==> src/rtl/pipe_hazard_ctrl_pkg.sv <==
// Shared constants for the pipeline hazard/forwarding controller.
// Operand use-timing codes and producer ready-stage codes.
package pipe_hazard_ctrl_pkg;

  localparam logic [1:0] USE_NONE = 2'd0;
  localparam logic [1:0] USE_ID   = 2'd1;
  localparam logic [1:0] USE_EX   = 2'd2;

  localparam int unsigned RDY_ALU  = 1;
  localparam int unsigned RDY_LOAD = 2;

endpackage

==> src/rtl/pipe_hazard_ctrl_fwd_pick.sv <==
// Youngest-writer priority selector: finds the lowest-index slot at or above LO
// that writes register src, returning that slot's index and ready stage.
module pipe_hazard_ctrl_fwd_pick #(
  parameter int unsigned NSTG = 3,
  parameter int unsigned AW   = 5,
  parameter int unsigned SW_  = 3,
  parameter int unsigned LO   = 0
) (
  input  logic [NSTG-1:0]     valid,
  input  logic [NSTG-1:0]     wr,
  input  logic [NSTG*AW-1:0]  dst,
  input  logic [NSTG*SW_-1:0] rdy,
  input  logic [AW-1:0]       src,
  output logic                hit_c,
  output logic [SW_-1:0]      idx_c,
  output logic [SW_-1:0]      rdy_c
);

  // Scan oldest to youngest so the youngest match is the last assignment.
  always_comb begin
    hit_c = 1'b0;
    idx_c = '0;
    rdy_c = '0;
    for (int k = int'(NSTG) - 1; k >= 0; k--) begin
      if (k >= int'(LO) && src != '0 && valid[k] && wr[k] &&
          dst[k*AW +: AW] == src) begin
        hit_c = 1'b1;
        idx_c = SW_'(k);
        rdy_c = rdy[k*SW_ +: SW_];
      end
    end
  end

endmodule

==> src/rtl/pipe_hazard_ctrl.sv <==
// Hazard/forwarding controller: shadow tag pipeline of post-decode slots,
// decode stall generation, ID/EX operand forwarding and a stall counter.
module pipe_hazard_ctrl
  import pipe_hazard_ctrl_pkg::*;
#(
  parameter int unsigned NSTG = 3,
  parameter int unsigned DW   = 32,
  parameter int unsigned AW   = 5,
  parameter int unsigned SW_  = $clog2(NSTG) + 1,
  parameter int unsigned CNTW = 16
) (
  input  logic                clk,
  input  logic                rst,
  input  logic                id_valid,
  input  logic                id_wr,
  input  logic [AW-1:0]       id_dst,
  input  logic [SW_-1:0]      id_rdy,
  input  logic [AW-1:0]       id_rs,
  input  logic [AW-1:0]       id_rt,
  input  logic [1:0]          id_rs_use,
  input  logic [1:0]          id_rt_use,
  input  logic                flush,
  input  logic [NSTG*DW-1:0]  stg_data,
  input  logic [DW-1:0]       id_rs_dat,
  input  logic [DW-1:0]       id_rt_dat,
  input  logic [DW-1:0]       ex_rs_dat,
  input  logic [DW-1:0]       ex_rt_dat,
  output logic                stall,
  output logic [DW-1:0]       id_rs_fwd,
  output logic [DW-1:0]       id_rt_fwd,
  output logic [DW-1:0]       ex_rs_fwd,
  output logic [DW-1:0]       ex_rt_fwd,
  output logic                ex_rs_hit,
  output logic                ex_rt_hit,
  output logic [CNTW-1:0]     stall_cnt
);

  localparam int unsigned SW1 = SW_ + 1;

  // Slot storage; only slot 0 needs its source tags (the EX consumer).
  logic [NSTG-1:0]     s_valid;
  logic [NSTG-1:0]     s_wr;
  logic [NSTG*AW-1:0]  s_dst;
  logic [NSTG*SW_-1:0] s_rdy;
  logic [AW-1:0]       s_rs0;
  logic [AW-1:0]       s_rt0;

  logic           irs_hit, irt_hit, ers_hit, ert_hit;
  logic [SW_-1:0] irs_idx, irt_idx, ers_idx, ert_idx;
  logic [SW_-1:0] irs_rdy, irt_rdy, ers_rdy, ert_rdy;
  logic           haz_rs, haz_rt;

  function automatic logic [DW-1:0] slot_data(input logic [NSTG*DW-1:0] data,
                                              input logic [SW_-1:0] idx);
    slot_data = '0;
    for (int k = 0; k < int'(NSTG); k++) begin
      if (idx == SW_'(k)) slot_data = data[k*DW +: DW];
    end
  endfunction

  pipe_hazard_ctrl_fwd_pick #(.NSTG(NSTG), .AW(AW), .SW_(SW_), .LO(0)) u_pick_id_rs (
    .valid(s_valid), .wr(s_wr), .dst(s_dst), .rdy(s_rdy), .src(id_rs),
    .hit_c(irs_hit), .idx_c(irs_idx), .rdy_c(irs_rdy)
  );

  pipe_hazard_ctrl_fwd_pick #(.NSTG(NSTG), .AW(AW), .SW_(SW_), .LO(0)) u_pick_id_rt (
    .valid(s_valid), .wr(s_wr), .dst(s_dst), .rdy(s_rdy), .src(id_rt),
    .hit_c(irt_hit), .idx_c(irt_idx), .rdy_c(irt_rdy)
  );

  pipe_hazard_ctrl_fwd_pick #(.NSTG(NSTG), .AW(AW), .SW_(SW_), .LO(1)) u_pick_ex_rs (
    .valid(s_valid), .wr(s_wr), .dst(s_dst), .rdy(s_rdy), .src(s_rs0),
    .hit_c(ers_hit), .idx_c(ers_idx), .rdy_c(ers_rdy)
  );

  pipe_hazard_ctrl_fwd_pick #(.NSTG(NSTG), .AW(AW), .SW_(SW_), .LO(1)) u_pick_ex_rt (
    .valid(s_valid), .wr(s_wr), .dst(s_dst), .rdy(s_rdy), .src(s_rt0),
    .hit_c(ert_hit), .idx_c(ert_idx), .rdy_c(ert_rdy)
  );

  // EX-use sources only need the producer ready one stage later.
  always_comb begin
    haz_rs = 1'b0;
    haz_rt = 1'b0;
    if (irs_hit && id_rs_use == USE_ID && irs_idx < irs_rdy) haz_rs = 1'b1;
    if (irs_hit && id_rs_use == USE_EX &&
        SW1'(irs_idx) + SW1'(1) < SW1'(irs_rdy)) haz_rs = 1'b1;
    if (irt_hit && id_rt_use == USE_ID && irt_idx < irt_rdy) haz_rt = 1'b1;
    if (irt_hit && id_rt_use == USE_EX &&
        SW1'(irt_idx) + SW1'(1) < SW1'(irt_rdy)) haz_rt = 1'b1;
    stall = id_valid & ~flush & (haz_rs | haz_rt);
  end

  always_comb begin
    id_rs_fwd = id_rs_dat;
    id_rt_fwd = id_rt_dat;
    if (irs_hit && id_rs_use == USE_ID) id_rs_fwd = slot_data(stg_data, irs_idx);
    if (irt_hit && id_rt_use == USE_ID) id_rt_fwd = slot_data(stg_data, irt_idx);
  end

  // EX data is taken only from a producer that has reached its ready stage.
  always_comb begin
    ex_rs_hit = ers_hit && (ers_idx >= ers_rdy);
    ex_rt_hit = ert_hit && (ert_idx >= ert_rdy);
    ex_rs_fwd = ex_rs_hit ? slot_data(stg_data, ers_idx) : ex_rs_dat;
    ex_rt_fwd = ex_rt_hit ? slot_data(stg_data, ert_idx) : ex_rt_dat;
  end

  always_ff @(posedge clk or posedge rst) begin
    if (rst) begin
      s_valid   <= '0;
      s_wr      <= '0;
      s_dst     <= '0;
      s_rdy     <= '0;
      s_rs0     <= '0;
      s_rt0     <= '0;
      stall_cnt <= '0;
    end else begin
      s_valid <= {s_valid[NSTG-2:0], id_valid & ~flush & ~stall};
      s_wr    <= {s_wr[NSTG-2:0], id_wr};
      s_dst   <= {s_dst[(NSTG-1)*AW-1:0], id_dst};
      s_rdy   <= {s_rdy[(NSTG-1)*SW_-1:0], id_rdy};
      s_rs0   <= id_rs;
      s_rt0   <= id_rt;
      if (stall && stall_cnt != '1) stall_cnt <= stall_cnt + CNTW'(1);
    end
  end

endmodule

==> config.mk <==
export PLATFORM = sky130hd
export DESIGN_NAME = pipe_hazard_ctrl
export DESIGN_NICKNAME = d
export VERILOG_FILES = /design/src/rtl/pipe_hazard_ctrl_pkg.sv /design/src/rtl/pipe_hazard_ctrl_fwd_pick.sv /design/src/rtl/pipe_hazard_ctrl.sv
export SDC_FILE = /design/constraint.sdc
export NUM_CORES = 1
export LEC_CHECK = 0
export ABC_AREA = 1
export CAP_MARGIN = 10
export CORE_AREA = 5 5 150 152
export DETAILED_ROUTE_END_ITERATION = 12
export DIE_AREA = 0 0 155 157
export GPL_TIMING_DRIVEN = 0
export PLACE_DENSITY_LB_ADDON = 0.2
export SYNTH_ARGS = -nofsm -noshare
export SYNTH_HDL_FRONTEND = slang
export SYNTH_SLANG_ARGS = --single-unit
==> constraint.sdc <==
create_clock -name clk -period 8.23 [get_ports clk]
set_clock_uncertainty 0.2 [all_clocks]
set_input_delay 1.646 -clock clk [delete_from_list [all_inputs] [get_ports clk]]
set_output_delay 1.646 -clock clk [all_outputs]
set_load 0.01 [all_outputs]
==> reports/metrics.sh, run 1 <==
RUN_STATUS='completed'
DIE_X_MICRONS=155
CTS-BUFFERS-INSERTED=5
ROUTED_WL_MICRONS=42900
PLACE.PORT_BUFFERS=397
ANT_NETS=0
MAX-CLOCK-PATH-BUFFERS=2
WORST_SETUP_PATH_STARTPOINT='id_rs[2]'
POST-SYNTH-TOP-AREA-CELL='sky130_fd_sc_hd__nand2_1'
SYN_AVG_CELL_AREA_SQ_UM=5.72
TIMING.FINAL.MAX_SLEW_VIOLATIONS=0
ROUTE.DETAILED.VIAS_PER_INST=5.52
NETLIST_INSTANCES=1324
SETUP_VIOLATIONS=0
CRIT_PATH_END='id_rs_fwd[28]'
SYNTH_TOP_CELLS_BY_AREA='sky130_fd_sc_hd__nand2_1 20%, sky130_fd_sc_hd__dfrtp_1 18%, sky130_fd_sc_hd__o21ai_0 10%'
MAXCLOCKFREQUENCY_MHz=126
REG2REG_TO='stall_cnt[14]'
POSTSYNTH.ASYNCRESETSHARE=1.00
TIGHTESTPINTRANSITION_PS=903
DRT_PASS1_ITERATIONS=6
GRT_UTIL_ALL_LAYERS=0.330
REG2REG_FROM='s_dst[10]'
CAP_VIOL_MAX_COUNT=0
FINALWEIGHTEDCONGESTION=0.982
P_LEAK_uW=0.00564
MOSTFREQUENTLAYOUTCELLS='402 x sky130_fd_sc_hd__nand2_1, 397 x sky130_fd_sc_hd__clkdlybuf4s50_1, 157 x sky130_fd_sc_hd__o21ai_0'
TRITONCTS='done'
CTS_HOLD_BUFFERS=0
TIMING.HOLD.WORST_PATH_DEPTH=0
GRT_PASS1_WL_MICRONS=63100
CTS.ROOT.BUFFER_CELL='sky130_fd_sc_hd__clkbuf_16'
RR_WORST_DEPTH=23
ARRIVAL_TIME_REPORTED_FOR_THE_CRITICAL_PATH_ENDPOINT_PS=6060
COREAREA_SQ_MM=0.0209
FIN_NETS=1997
SYNTH.YOSYS.SEQ_AREA_SHARE=0.185
NUM_IO_PINS=398
SYNTH_TOP_AREA_FRAC=0.199
POST_DRT_WL_PER_CELL_MICRONS=21.3
LAYOUT_WORST_PATH_CYCLE_SHARE=0.961
SETUP_REPAIR_AFTER_GLOBAL_ROUTING_MISSED_ITS_MARGIN='no'
MOST_COMMON_CELL_AFTER_LAYOUT_FILL_AND_TAPS_ASIDE='sky130_fd_sc_hd__nand2_1'
SYNTHTOLAYOUTAREAGROWTH_PCT=59.5
DP_HPWL_MICRONS=34400
DIE_HEIGHT_MICRONS=157
TIMING.SLEW.HEADROOM=0.396
TIMING.FINAL.HOLD_VIOLATIONS=0
DRIVE_ABOVE_1_SHARE=0.0590
START_KIND='primary input'
REMAINING_DRC_ERRORS=0
START_UTIL=0.363
MIN-DELAY-PATH-CLASS='flip-flop to flip-flop'
PIN_COUNT_OF_THE_BIGGEST_NET_ENTERING_GLOBAL_ROUTING=31
ROWS=53
YOSYSWARNINGS=0
POWER-PER-CELL-AREA_mW_PER_MM2=76.9
DIEAREA_SQ_MM=0.0243
CLOCK_SINK_COUNT=56
REGTOREGSETUPSLACK_PS=4850
SYNTH_FLOP_CELL='sky130_fd_sc_hd__dfrtp_1'
OVERFLOW=0
TOTAL_POWER_CONSUMPTION_uW=930
POST_CTS_RESIZE_COUNT=0
SYNTH_AREA_SQ_MM=0.00758
POSTCTSSETUPREPAIRBUFS=0
POST-ROUTE-MIN-PERIOD_PS=7910
WORST_SETUP_HOLD_PATH_CLK_SLEW_PS=80
SETUP.WORST_PATH.END_CLASS='primary output'
ANTENNA_FOUND_INITIAL=9
FINAL.SETUP.TNS_PS=0
CRITICAL_PATH_PEAK_FANOUT=10
PATH_TYPE_OF_THE_WORST_SETUP_PATH='primary input to primary output'
VDD_DROP_MAX_mV=0.142
HTREEDEPTH=2
YS_SEQ_ELEMENTS=56
CRIT_REQUIRED_PS=6380
VIA_COUNT=11100
SYNTH_ENABLE_FLOP_CELLS=0
FIRST_GLOBAL_VIAS=10700
CLK-INSERTION-DELAY-LATE_PS=300
SYNTH_NETS=1592
DRT-INITIAL-DRC-COUNT=971
SYNTH_CELL_TYPE_COUNT=43
-- per-stage QoR --
step / worst slack [ps] / utilization / area, sq um / hold slack, ps / cells
global route: 140 / 0.578 / 12100 / 187 / 2009
detailed placement: 470 / 0.570 / 11900 / 160 / 1997
finish: 321 / 0.579 / 12100 / 167 / 2013
global placement: 466 / 0.569 / 11900 / 156 / 1996
CTS: 431 / 0.578 / 12100 / 175 / 2005
floorplan: 2330 / - / 7580 / 154 / 1324
-- worst max-delay path: stages --
cell and delay (ps):
sky130_fd_sc_hd__clkdlybuf4s50_1 710, sky130_fd_sc_hd__nor2_1 90, sky130_fd_sc_hd__nand3_1 170, sky130_fd_sc_hd__nand3_1 100
sky130_fd_sc_hd__nor2_1 260, sky130_fd_sc_hd__inv_2 70, sky130_fd_sc_hd__nor2_1 100, sky130_fd_sc_hd__inv_1 50
sky130_fd_sc_hd__nor2_1 290, sky130_fd_sc_hd__inv_1 110, sky130_fd_sc_hd__ha_1 340, sky130_fd_sc_hd__inv_2 130
sky130_fd_sc_hd__clkbuf_1 420, sky130_fd_sc_hd__clkbuf_1 440, sky130_fd_sc_hd__o211ai_1 160, sky130_fd_sc_hd__a31oi_1 330
sky130_fd_sc_hd__clkdlybuf4s50_1 630
-- cell usage after synthesis (all sizes together), types with 2 or more instances --
cell type,number
o21ai,227
nand4,20
a31oi,5
nand3,61
clkinv,4
xor2,20
nor3,11
dfrtp,56
clkbuf,49
nor2,50
o22ai,51
inv,189
nand2,410
o211ai,28
o221ai,24
a21oi,48
xnor2,9
buf,28
a22oi,2
a221oi,2
ha,17
a211oi,4
nor4,6
-- how the worst min path moves through the flow --
| stage | end | start |
|---|---|---|
| after detailed placement | s_wr[2] | s_wr[1] |
| after global placement | s_wr[1] | s_wr[0] |
| after global routing | s_wr[2] | s_wr[1] |
| final | s_wr[2] | s_wr[1] |
| after floorplan | s_valid[1] | s_valid[0] |
| after CTS | s_wr[2] | s_wr[1] |
-- flip-flops by register name, indices dropped and copies added (netlist names) --
register   flops
s_rdy          9
s_dst         15
stall_cnt     16
s_rt0          5
s_wr           3
s_rs0          5
s_valid        3
-- report_power, final --
group / total, uW / internal [uW] / switching, uW
combinational: 407 / 225 / 183
clock: 225 / 115 / 109
sequential: 298 / 285 / 13.2
-- area by class of cell --
type                            count  area, sq um
Timing Repair Buffer              398         3990
Antenna cell                        8         20.0
Clock inverter                      3         26.3
Sequential cell                    56         1400
Buffer                             77          368
Fill cell                        2158         8800
Multi-Input combinational cell    998         5080
Clock buffer                        5          125
Inverter                          193          724
Tap cell                          275          344
-- logic make-up after synthesis --
family / after synthesis / synth area share
flip-flops: 56 / 0.185
AND/OR/NAND/NOR: 559 / 0.313
XOR/XNOR: 29 / 0.0335
adder cells (fa/ha/maj): 17 / 0.0281
AO/OA/AOI/OAI: 393 / 0.296
buffers and inverters: 270 / 0.144
-- routing by layer --
layer  wire length [microns]  track usage
met1                   16500        0.408
met2                   20600        0.568
met3                    3920       0.0575
met4                    1900        0.137
met5                      69            0
Note: power is estimated with default switching activity, not from simulation.
==> run 2: changes to the inputs <==
--- a/config.mk
+++ b/config.mk
@@ -7,10 +7,9 @@
 export LEC_CHECK = 0
 export ABC_AREA = 1
 export CAP_MARGIN = 10
-export CORE_AREA = 5 5 150 152
+export CORE_AREA = 5 5 151 153
 export DETAILED_ROUTE_END_ITERATION = 12
-export DIE_AREA = 0 0 155 157
-export GPL_TIMING_DRIVEN = 0
+export DIE_AREA = 0 0 156 158
 export PLACE_DENSITY_LB_ADDON = 0.2
 export SYNTH_ARGS = -nofsm -noshare
 export SYNTH_HDL_FRONTEND = slang
==> constraint.sdc (replaced) <==
create_clock -name clk -period 7.5 [get_ports clk]
set_clock_uncertainty 0.2 [all_clocks]
set_input_delay 1.5 -clock clk [delete_from_list [all_inputs] [get_ports clk]]
set_output_delay 1.5 -clock clk [all_outputs]
set_load 0.01 [all_outputs]
==> run 2 against run 1 <==
Against the previous run: die area rose by 1.3%; register-to-register slack got worse by 820 ps; cell area fell by 1.3%; non-clock buffer count fell by 54; combinational power rose by 7.9%; worst hold slack improved by 9.4 ps; sequential power rose by 10%; sequential cell count did not move; worst setup slack improved by 310 ps; largest power group unchanged.
==> reports/metrics.sh, run 2 (synthesis results as in run 1) <==
RUN_STATUS='completed'
TIMING.SLEW.HEADROOM=0.453
CRITICAL_PATH_PEAK_FANOUT=31
POST_DRT_WL_PER_CELL_MICRONS=19.5
COREAREA_SQ_MM=0.0214
CRIT_BUF_INV=6
SETUP_VIOLATIONS=0
MOST_COMMON_CELL_AFTER_LAYOUT_FILL_AND_TAPS_ASIDE='sky130_fd_sc_hd__nand2_1'
CTS.ROOT.BUFFER_CELL='sky130_fd_sc_hd__clkbuf_16'
CRITICAL_PATH_S_SLOWEST_CELL='sky130_fd_sc_hd__clkdlybuf4s50_1'
MIN-DELAY-PATH-CLASS='flip-flop to flip-flop'
DIE_HEIGHT_MICRONS=158
START_KIND='primary input'
LAYOUT_WORST_PATH_CYCLE_SHARE=0.916
DRT-INITIAL-DRC-COUNT=1032
OVERFLOW=0
CRIT_PATH_CELL_TRACE='clkdlybuf4s50_1, nor2_1, nand3_1, nand3_1, nor2_1, inv_2, nor2_1, inv_1, nor2_1, buf_4, ha_1, inv_2, o21ai_0, a31oi_1, o31ai_1, clkdlybuf4s50_1'
CP_TOP_DELAY_FAMILY='buffers and inverters'
P_LEAK_uW=0.00558
TIMING.HOLD.WORST_PATH_DEPTH=0
POST_CTS_RESIZE_COUNT=0
N_FILL_CELL=2140
CAP_VIOL_MAX_COUNT=0
ANTENNA_FOUND_INITIAL=3
INSTANCES_NO_FILL=1958
RR_WORST_DEPTH=20
WORST_SETUP_HOLD_PATH_CLK_SLEW_PS=70
START_UTIL=0.354
PLACEDCELLCOUNT=1948
DELAY_OF_THE_SLOWEST_CELL_ON_THE_WORST_PATH_PS=670
WORST_PATH_MOST_REPEATED_CELL='sky130_fd_sc_hd__nor2_1'
FIRST_GLOBAL_VIAS=9573
TIMING.FINAL.MAX_SLEW_VIOLATIONS=0
PIN_COUNT_OF_THE_BIGGEST_NET_ENTERING_GLOBAL_ROUTING=57
REMAINING_DRC_ERRORS=0
MAX-CLOCK-PATH-BUFFERS=2
DRT_PASS1_ITERATIONS=5
MAXCLOCKFREQUENCY_MHz=146
DRIVE_ABOVE_1_SHARE=0.0626
CRIT_REQUIRED_PS=5800
DIEAREA_SQ_MM=0.0246
LARGEST-REGISTER='stall_cnt'
MAX_REG_FLOPS=16
ROUTED_WL_MICRONS=38200
POST-ROUTE-MIN-PERIOD_PS=6870
TRITONCTS='done'
NUMBER_OF_STAGES_ON_THE_WORST_SETUP_PATH=16
FIN_NETS=1943
FINALWEIGHTEDCONGESTION=0.996
CTS-BUFFERS-INSERTED=5
CLOCK_SINK_COUNT=56
CTS_HOLD_BUFFERS=0
NUM_IO_PINS=398
HTREEDEPTH=2
CLK-INSERTION-DELAY-LATE_PS=300
DIE_X_MICRONS=156
SETUP_REPAIR_AFTER_GLOBAL_ROUTING_MISSED_ITS_MARGIN='no'
VIA_COUNT=10500
MOSTFREQUENTLAYOUTCELLS='400 x sky130_fd_sc_hd__nand2_1, 397 x sky130_fd_sc_hd__clkdlybuf4s50_1, 157 x sky130_fd_sc_hd__o21ai_0'
DP_HPWL_MICRONS=29700
GRT_UTIL_ALL_LAYERS=0.288
PATH_TYPE_OF_THE_WORST_SETUP_PATH='primary input to primary output'
FINAL.SETUP.TNS_PS=0
POWER-PER-CELL-AREA_mW_PER_MM2=84.9
PLACE.PORT_BUFFERS=397
TIGHTESTPINTRANSITION_PS=818
SETUP.WORST_PATH.END_CLASS='primary output'
ARRIVAL_TIME_REPORTED_FOR_THE_CRITICAL_PATH_ENDPOINT_PS=5170
GRT_PASS1_WL_MICRONS=55900
SYNTHTOLAYOUTAREAGROWTH_PCT=57.4
TIMING.FINAL.HOLD_VIOLATIONS=0
ROUTE.DETAILED.VIAS_PER_INST=5.37
ANT_NETS=0
VDD_DROP_MAX_mV=0.134
ROWS=54
POSTCTSSETUPREPAIRBUFS=0
BIGGESTREGSBYFLOPS='stall_cnt (16), s_dst (15), s_rdy (9)'
[run 2: cell type report]
| cell class | instances | area [sq um] | area share |
|---|---|---|---|
| Antenna cell | 2 | 5.00 | 0.000420 |
| Multi-Input combinational cell | 998 | 5090 | 0.427 |
| Inverter | 193 | 724 | 0.0607 |
| Clock buffer | 5 | 125 | 0.0105 |
| Timing Repair Buffer | 421 | 4200 | 0.352 |
| Sequential cell | 56 | 1400 | 0.117 |
| Clock inverter | 3 | 27.5 | 0.00231 |
| Tap cell | 280 | 350 | 0.0294 |
[run 2: metal layers]
metal | up-vias | global-route usage | wire (microns)
met2 | 521 | 0.502 | 18800
met3 | 86 | 0.0511 | 3300
met4 | 2 | 0.118 | 1440
met1 | 4774 | 0.352 | 14700
met5 | - | 0 | 10
li1 | 5127 | - | -
[run 2: path summary, 6_finish.rpt]
kind,from,endpoint,slack [ps]
hold / removal,s_rdy[1],s_rdy[4],180
hold reg to reg,s_rdy[1],s_rdy[4],180
setup / recovery,id_rs[3],id_rs_fwd[4],630
min in group asynchronous,rst,s_valid[0],1520
max in group asynchronous,rst,stall_cnt[14],5120
setup reg to reg,s_dst[6],stall_cnt[13],4030
[run 2: metrics by stage]
step	util	area, sq um	hold slack [ps]	setup slack [ps]	power (uW)
2_1_floorplan	-	7580	154	1900	497
3_3_place_gp	0.550	11800	157	632	767
3_5_place_dp	0.550	11800	161	611	769
4_1_cts	0.557	11900	177	599	1020
5_1_grt	0.557	11900	186	232	1070
6_report	0.557	11900	177	631	1010
[run 2: power by group]
| part | internal (uW) | leakage [uW] | switching (uW) |
|---|---|---|---|
| sequential | 313 | 0.000693 | 15.0 |
| combinational | 245 | 0.00482 | 194 |
| clock | 127 | 0.0000719 | 119 |
| total | 685 | 0.00558 | 328 |
